--- config.mk ---
export PLATFORM = sky130hd
export DESIGN_NAME = led_mode_ctrl
export DESIGN_NICKNAME = d
export VERILOG_FILES = /design/src/rtl/led_ctrl_pkg.sv /design/src/rtl/led_mode_ctrl_key_debounce.sv /design/src/rtl/led_mode_ctrl.sv
export SDC_FILE = /design/constraint.sdc
export NUM_CORES = 1
export LEC_CHECK = 0
export CAP_MARGIN = 20
export CORE_MARGIN = 2
export CORE_UTILIZATION = 35
export CTS_CLUSTER_DIAMETER = 120
export DETAILED_ROUTE_END_ITERATION = 10
export GPL_TIMING_DRIVEN = 0
export SETUP_SLACK_MARGIN = 0.02
export SYNTH_ARGS = -nofsm -noshare
export SYNTH_HDL_FRONTEND = slang
export SYNTH_HIERARCHICAL = 1
export SYNTH_SLANG_ARGS = --single-unit
--- constraint.sdc ---
create_clock -name clk -period 5.8 [get_ports clk]
set_clock_uncertainty 0.1 [all_clocks]
set_input_delay 1.16 -clock clk [delete_from_list [all_inputs] [get_ports clk]]
set_output_delay 1.16 -clock clk [all_outputs]
set_load 0.01 [all_outputs]
--- src/rtl/led_ctrl_pkg.sv ---
// Shared mode encodings and LED patterns for the LED sequencing controller.
// LEDs are active-low: a 0 bit is a lit LED.
package led_ctrl_pkg;

  typedef enum logic [1:0] {
    MODE_RUN_L = 2'd0,
    MODE_RUN_R = 2'd1,
    MODE_BLINK = 2'd2,
    MODE_HOLD  = 2'd3
  } mode_e;

  localparam logic [3:0] PAT_RUN_L = 4'b1110;
  localparam logic [3:0] PAT_RUN_R = 4'b0111;
  localparam logic [3:0] PAT_BLINK = 4'b0000;
  localparam logic [3:0] LED_OFF   = 4'b1111;

  function automatic mode_e next_mode(input mode_e m);
    return mode_e'(m + 2'd1);
  endfunction

  // HOLD has no entry pattern of its own; it freezes whatever is showing.
  function automatic logic [3:0] entry_pattern(input mode_e m, input logic [3:0] cur);
    case (m)
      MODE_RUN_L: return PAT_RUN_L;
      MODE_RUN_R: return PAT_RUN_R;
      MODE_BLINK: return PAT_BLINK;
      default:    return cur;
    endcase
  endfunction

endpackage

--- src/rtl/led_mode_ctrl_key_debounce.sv ---
// Push-button front end: 2-flop synchronizer, level debounce and a one-cycle
// press event issued the cycle after the debounced level falls.
module key_debounce #(
  parameter int DEB_CNT = 1_000_000
) (
  input  logic clk,
  input  logic rst_n,
  input  logic key_n,
  output logic key_evt
);

  localparam int CW = (DEB_CNT > 1) ? $clog2(DEB_CNT) : 1;

  logic          sync1_q, sync1_d;
  logic          key_s_q, key_s_d;
  logic          stable_q, stable_d;
  logic          stable_dly_q, stable_dly_d;
  logic          evt_q, evt_d;
  logic [CW-1:0] cnt_q, cnt_d;

  always_comb begin
    sync1_d      = key_n;
    key_s_d      = sync1_q;
    stable_d     = stable_q;
    stable_dly_d = stable_q;
    cnt_d        = '0;
    // A new level is accepted only after DEB_CNT consecutive differing samples.
    if (key_s_q != stable_q) begin
      if (cnt_q == CW'(DEB_CNT - 1)) begin
        stable_d = key_s_q;
      end else begin
        cnt_d = cnt_q + 1'b1;
      end
    end
    evt_d = stable_dly_q & ~stable_q;
  end

  always_ff @(posedge clk) begin
    if (!rst_n) begin
      sync1_q      <= 1'b1;
      key_s_q      <= 1'b1;
      stable_q     <= 1'b1;
      stable_dly_q <= 1'b1;
      evt_q        <= 1'b0;
      cnt_q        <= '0;
    end else begin
      sync1_q      <= sync1_d;
      key_s_q      <= key_s_d;
      stable_q     <= stable_d;
      stable_dly_q <= stable_dly_d;
      evt_q        <= evt_d;
      cnt_q        <= cnt_d;
    end
  end

  assign key_evt = evt_q;

endmodule

--- src/rtl/led_mode_ctrl.sv ---
// Four-LED sequencer: a debounced key steps RUN_L -> RUN_R -> BLINK -> HOLD,
// and a free-running tick counter paces the pattern within each mode.
module led_mode_ctrl #(
  parameter int TICK_CNT = 25_000_000,
  parameter int DEB_CNT  = 1_000_000
) (
  input  logic       clk,
  input  logic       rst_n,
  input  logic       key_n,
  output logic [3:0] led,
  output logic [1:0] mode
);

  import led_ctrl_pkg::*;

  localparam int TW = (TICK_CNT > 1) ? $clog2(TICK_CNT) : 1;

  logic          key_evt;
  logic          tick;
  logic [TW-1:0] tick_cnt_q, tick_cnt_d;
  mode_e         mode_q, mode_d;
  logic [3:0]    led_q, led_d;

  key_debounce #(
    .DEB_CNT (DEB_CNT)
  ) u_deb (
    .clk     (clk),
    .rst_n   (rst_n),
    .key_n   (key_n),
    .key_evt (key_evt)
  );

  assign tick = (tick_cnt_q == TW'(TICK_CNT - 1));

  always_comb begin
    tick_cnt_d = tick ? '0 : tick_cnt_q + 1'b1;
    mode_d     = mode_q;
    led_d      = led_q;
    // A key event outranks a coincident tick: that tick is simply dropped.
    if (key_evt) begin
      mode_d     = next_mode(mode_q);
      tick_cnt_d = '0;
      led_d      = entry_pattern(mode_d, led_q);
    end else if (tick) begin
      case (mode_q)
        MODE_RUN_L: led_d = {led_q[2:0], led_q[3]};
        MODE_RUN_R: led_d = {led_q[0], led_q[3:1]};
        MODE_BLINK: led_d = led_q ^ LED_OFF;
        default:    led_d = led_q;
      endcase
    end
  end

  always_ff @(posedge clk) begin
    if (!rst_n) begin
      tick_cnt_q <= '0;
      mode_q     <= MODE_RUN_L;
      led_q      <= PAT_RUN_L;
    end else begin
      tick_cnt_q <= tick_cnt_d;
      mode_q     <= mode_d;
      led_q      <= led_d;
    end
  end

  assign led  = led_q;
  assign mode = mode_q;

endmodule
Word level (Yosys, flattened, before mapping)
Index checks and enable logic that the tools add are counted.

cells by class
  equality and inequality tests = 8
  bitwise logic cells = 5
  reduce and logical (&&, ||, !) cells = 8
  $add $sub $neg = 3
  mux-type cells = 4

operators with widths
  cell                     number
  $add A25 B1 Y25 const B  1
  $eq A25 B25 Y1 const B   1
  $pmux W4 S3              2
  $add A20 B1 Y20 const B  1
  $eq A20 B20 Y1 const B   1
  $mux W4                  2
  $reduce_or A3 Y1         2
  $eq A2 B1 Y1 const B     2
  $eq A2 B2 Y1 const B     2
  $logic_not A2 Y1         2
  $ne A4 B4 Y1 const B     1
  $not A4 Y4               1
  $reduce_bool A4 Y1       1
  $not A1 Y1               3
  $reduce_and A3 Y1        1
  $add A2 B1 Y2 const B    1
  $reduce_and A2 Y1        1
  $reduce_bool A2 Y1       1
  $and A1 B1 Y1            1
  $ne A1 B1 Y1             1

storage, ports and cells
  bits in registers = 56
  input bits = 3

Longest topological paths before layout
  depth after elaboration = 4
  gate-level depth with buffers = 7

Modules after synthesis
Netlist, hierarchy kept.

by module, submodules not included
  module         area each (sq um)  instances  cells each
  led_mode_ctrl  1609.0             1          187
  key_debounce   1064.8             1          118

Worst setup path before layout
Ideal clock, no wire load.

  kind = register to register
  start point = register mode_q[0] (netlist: mode[0])
  end point = register led_q[0] (netlist: led[0])
  period minus slack after synthesis = 2.165 ns
  cell stages (with the launch flop) = 8
  library setup time = 0.074 ns
  data arrival time = 1.991 ns
  slack = 3.635 ns
  path buffers = 1
  required time = 5.626 ns
  cell sequence = dfxtp_1 > inv_1 > ha_1 > clkbuf_1 > xnor2_1 > o21a_1 > a41oi_1 > mux2i_1

between the ends
  word-level cells in the longest chain between the ends = 4
  elaborated cells between the ends (all ways) = 14
  those cells by class = add/sub (1); eq/ne (5); mux (4); reduce/logical (4)

RTL lines
  what                                                                  line                 text
  start, declared                                                       led_mode_ctrl.sv:21  mode_e mode_q, mode_d;
  start signal, assigned                                                led_mode_ctrl.sv:61  mode_q <= mode_d;
  $add A2 B1 Y2 (tied with other cells)                                 led_ctrl_pkg.sv:18   return mode_e'(m + 2'd1);
  $eq A2 B2 Y1 (tied with other cells)                                  led_ctrl_pkg.sv:23   case (m)
  $ne A4 B4 Y1 (no source line) (tied with other cells)                 -
  $reduce_and A3 Y1 (no source line) / $mux W4 (equally long branches)  -
  end signal, assigned                                                  led_mode_ctrl.sv:62  led_q <= led_d;
  end, declared                                                         led_mode_ctrl.sv:22  logic [3:0] led_q, led_d;

Parallel ways exist; a longest one is shown, timed or not. The select of a mux whose other input is x is not followed.
A chain may end at the register's enable or synchronous reset.

Final worst setup path
  start point = input rst_n
  end point = register tick_cnt_q[6]

between the ends
  word-level cells in the longest chain between the ends = 2

RTL lines
  what                               line                 text
  start, declared                    led_mode_ctrl.sv:8   input logic rst_n,
  $not A1 Y1 (no source line)        -
  $reduce_or A3 Y1 (no source line)  -
  end signal, assigned               led_mode_ctrl.sv:60  tick_cnt_q <= tick_cnt_d;
  end, declared                      led_mode_ctrl.sv:20  logic [TW-1:0] tick_cnt_q, tick_cnt_d;

No other way between the ends.

==> results.sh <==
export IMPL_relSlewSlack_pct=54.6
export IMPL_outcome="finished, final reports clean"
export IMPL_instances_no_fill=420
export IMPL_placementRows=31
export IMPL_dp_hpwl_mm=3.43
export IMPL_cp_arrival_ns=2.87
export IMPL_synthesis_area_um2=2670
export IMPL_routed_via_density=4.89
export IMPL_maxClockFrequency_ghz=0.365
export IMPL_finalWorstSetupSlack_ns=3.06
export IMPL_ys_warn_count=6
export IMPL_post_cts_resized_instances=0
export IMPL_post_detailed_route_count_of_antenna_violating_nets=0
export IMPL_area_growth_pct=11.7
export IMPL_worstPathRequired_ns=5.94
export IMPL_xor_and_xnor_fraction_of_the_mapped_netlist_area_pct=8.52
export IMPL_finalPower_mw=0.653
export IMPL_regToRegSetupSlack_ns=3.32
export IMPL_critical_path_cell_chain="clkdlybuf4s50_1 -> clkbuf_1 -> nand2_1 -> a31o_2 -> buf_2 -> nor2_1"
export IMPL_rsz_0062_raised_after_global_routing="no"
export IMPL_antenna_cells=0
export IMPL_postSynth_topFlopCell="dfxtp_1"
export IMPL_finalCoreUtilization_pct=40.7
export IMPL_layout_cells_most_common="dfxtp_1"
export IMPL_synth_distinct_cells=44
export IMPL_holdWs_ns=0.321
export IMPL_finalWorstPathRequiredPeriod_ns=2.74
export IMPL_cts_htree_levels=2
export IMPL_drc=0
export IMPL_die_w_um=91.4
export IMPL_cts_repair_timing_setup_buffer_count=0
export IMPL_post_cts_hold_buffer_count=0
export IMPL_insertion_delay_ns=0.30
export IMPL_ys_ff_latch=56
export IMPL_crit_slowest_cell="clkdlybuf4s50_1"
export IMPL_synthesized_area_fraction_occupied_by_ao_oa_aoi_and_oai_cells_pct=11.7
export IMPL_drt_total_wl_mm=4.69
export IMPL_postSynthAreaPerCell_um2=8.77
export IMPL_maxCapViolCount=0
export IMPL_setup_violations=0
export IMPL_min_path_type="register to register"
export IMPL_cts_root_buffer_cell="clkbuf_8"
export IMPL_synth_yosys_seq_area_share_pct=41.9
export IMPL_post_place_cells=412
export IMPL_power_leakage_nw=0.931
export IMPL_powerDensity_nw_per_um2=219
export IMPL_crit_path_end_kind="register"
export IMPL_async_reset_ff_share_pct=0
export IMPL_pre_cts_ws_ns=2.75
export IMPL_dr_vias=2052
export IMPL_timing_setup_tns_ns=0
export IMPL_synth_simple_gate_area_share_pct=28.5
export IMPL_placed_area_um2=2880
export IMPL_final_nets=329
export IMPL_layout_cells_most_common_list="dfxtp_1 (56), nor2_1 (38), nand2_1 (21)"
export IMPL_drt_initial_drc_count=59
export IMPL_floorplan_io_pins=9
export IMPL_muxShareOfSynthArea_pct=1.87
export IMPL_gp_congestion=0.773
export IMPL_clock_tree_buffer_depth=2
export IMPL_drt_wirelength_per_cell_um=11.2
export IMPL_worstPathMaxFanout=10
export IMPL_cts_inserted_buffers=5
export IMPL_final_fill_count=716
export IMPL_synth_nets=314
export IMPL_synth_adder_area_share_pct=2.81
export IMPL_design_area_um2=2990
export IMPL_hold_violations=0
export IMPL_synth_edf_count=0
export IMPL_via_count_of_the_first_global_routing_pass=1917
export IMPL_launching_element_type_of_the_critical_path="input pin"
export IMPL_die_h_um=91.4
export IMPL_slew_viol_final=0
export IMPL_grt_overflow_total=0
export IMPL_timing_critical_path_slowest_cell_delay_ns=0.62
export IMPL_core_region_area_um2=7330
export IMPL_cts_sink_count=56
export IMPL_timing_worst_slew_pin_value_ns=0.672
export IMPL_grt_first_pass_wirelength_mm=8.45
export IMPL_clkTransAtPathRegs_ns=0.09
export IMPL_floorplan_initialDensity_pct=36.5
export IMPL_power_ir_vdd_worst_uv=115
export IMPL_final_min_period_over_clock_period_pct=47.2
export IMPL_grt_start_max_net_pins=17
export IMPL_numPortBuffers=8
export IMPL_tritoncts="done"
export IMPL_final_layout_size_suffix_gt1_share_pct=8.41
export IMPL_overall_global_routing_resource_usage_pct=11.8
export IMPL_antenna_found_initial=0
export IMPL_postSynthCellCount=305
export IMPL_timing_worst_setup_path_type="input pin to register"
export IMPL_dieArea_um2=8350
export IMPL_synth_top_family_by_area="simple AND/OR/NAND/NOR gates"
export IMPL_firstDrtPassIters=4
-- synthesized netlist by cell type, types with 4 or more instances --
master / instances / area share (%)
a21oi_1: 19 / 3.6
dfxtp_1: 56 / 42
ha_1: 6 / 2.8
inv_1: 15 / 2.1
mux2i_1: 5 / 1.9
nand2_1: 21 / 2.9
nand2b_1: 6 / 1.4
nand3_1: 10 / 1.9
nand4_1: 6 / 1.4
nor2_1: 38 / 5.3
nor2b_1: 4 / 0.94
nor3_1: 7 / 1.3
nor4_1: 4 / 0.94
o21ai_0: 14 / 2.6
o31ai_1: 7 / 2.0
or3_1: 10 / 2.3
or4_1: 11 / 3.1
xnor2_1: 17 / 5.6
xor2_1: 9 / 2.9
-- cell families after synthesis --
group / count (synthesis)
AOI/OAI and AO/OA: 50
xor gates and xnor gates: 26
adders and majority gates: 6
buffers and inverters: 26
DFF: 56
muxes: 5
and+or+nand+nor: 136
-- layout make-up --
cell class	instances	area, um2	share of cell area [%]
multi-input combinational	223	1430	47.9
sequential	56	1120	37.6
tap	99	124	4.15
timing repair buffer	8	80.1	2.68
clock buffer	6	72.6	2.43
buffer	11	67.6	2.26
inverter	15	56.3	1.89
clock inverter	2	35.0	1.17
-- per-layer routing --
| layer | up-vias | GRT usage [%] | routed length, um |
|---|---|---|---|
| li1 | 1105 | - | - |
| met1 | 931 | 16.0 | 2530 |
| met2 | 16 | 19.6 | 2070 |
| met3 | 0 | 2.57 | 89 |
| met4 | 0 | 1.89 | 0 |
| met5 | - | 0 | 0 |
-- sequential cells by signal (all words and copies together), names as in the netlist --
signal and count:
led 4, u_deb/cnt_q 20, u_deb/key_evt 1, mode 2
u_deb/key_s_d 1, tick_cnt_q 25, u_deb/stable_dly_q 1, u_deb/stable_dly_d 1
u_deb/key_s_q 1
-- power breakdown --
| part | internal, mW | total (mW) | switching, mW |
|---|---|---|---|
| combinational | 0.00616 | 0.0147 | 0.00855 |
| clock | 0.128 | 0.249 | 0.121 |
| sequential | 0.387 | 0.390 | 0.00266 |
| total | 0.521 | 0.653 | 0.132 |
-- critical path, delay by kind of cell --
kind                   cells  cell delay (ns)
AOI/OAI and AO/OA          1             0.28
and+or+nand+nor            2             0.26
buffers and inverters      3             1.16
-- path summary, 6_finish.rpt --
kind,start,endpoint,cells past startpoint
worst max-delay path,rst_n,tick_cnt_q[6]$_SDFF_PP0_,6
worst min register to register,u_deb/key_s_d$_SDFF_PN1_,u_deb/key_s_q$_SDFF_PN1_,1
worst min-delay path,u_deb/key_s_d$_SDFF_PN1_,u_deb/key_s_q$_SDFF_PN1_,1
worst max register to register,mode[0]$_SDFFE_PN0P_,led[0]$_SDFFE_PN0P_,7
No activity file was read; power rests on OpenSTA's default activity.
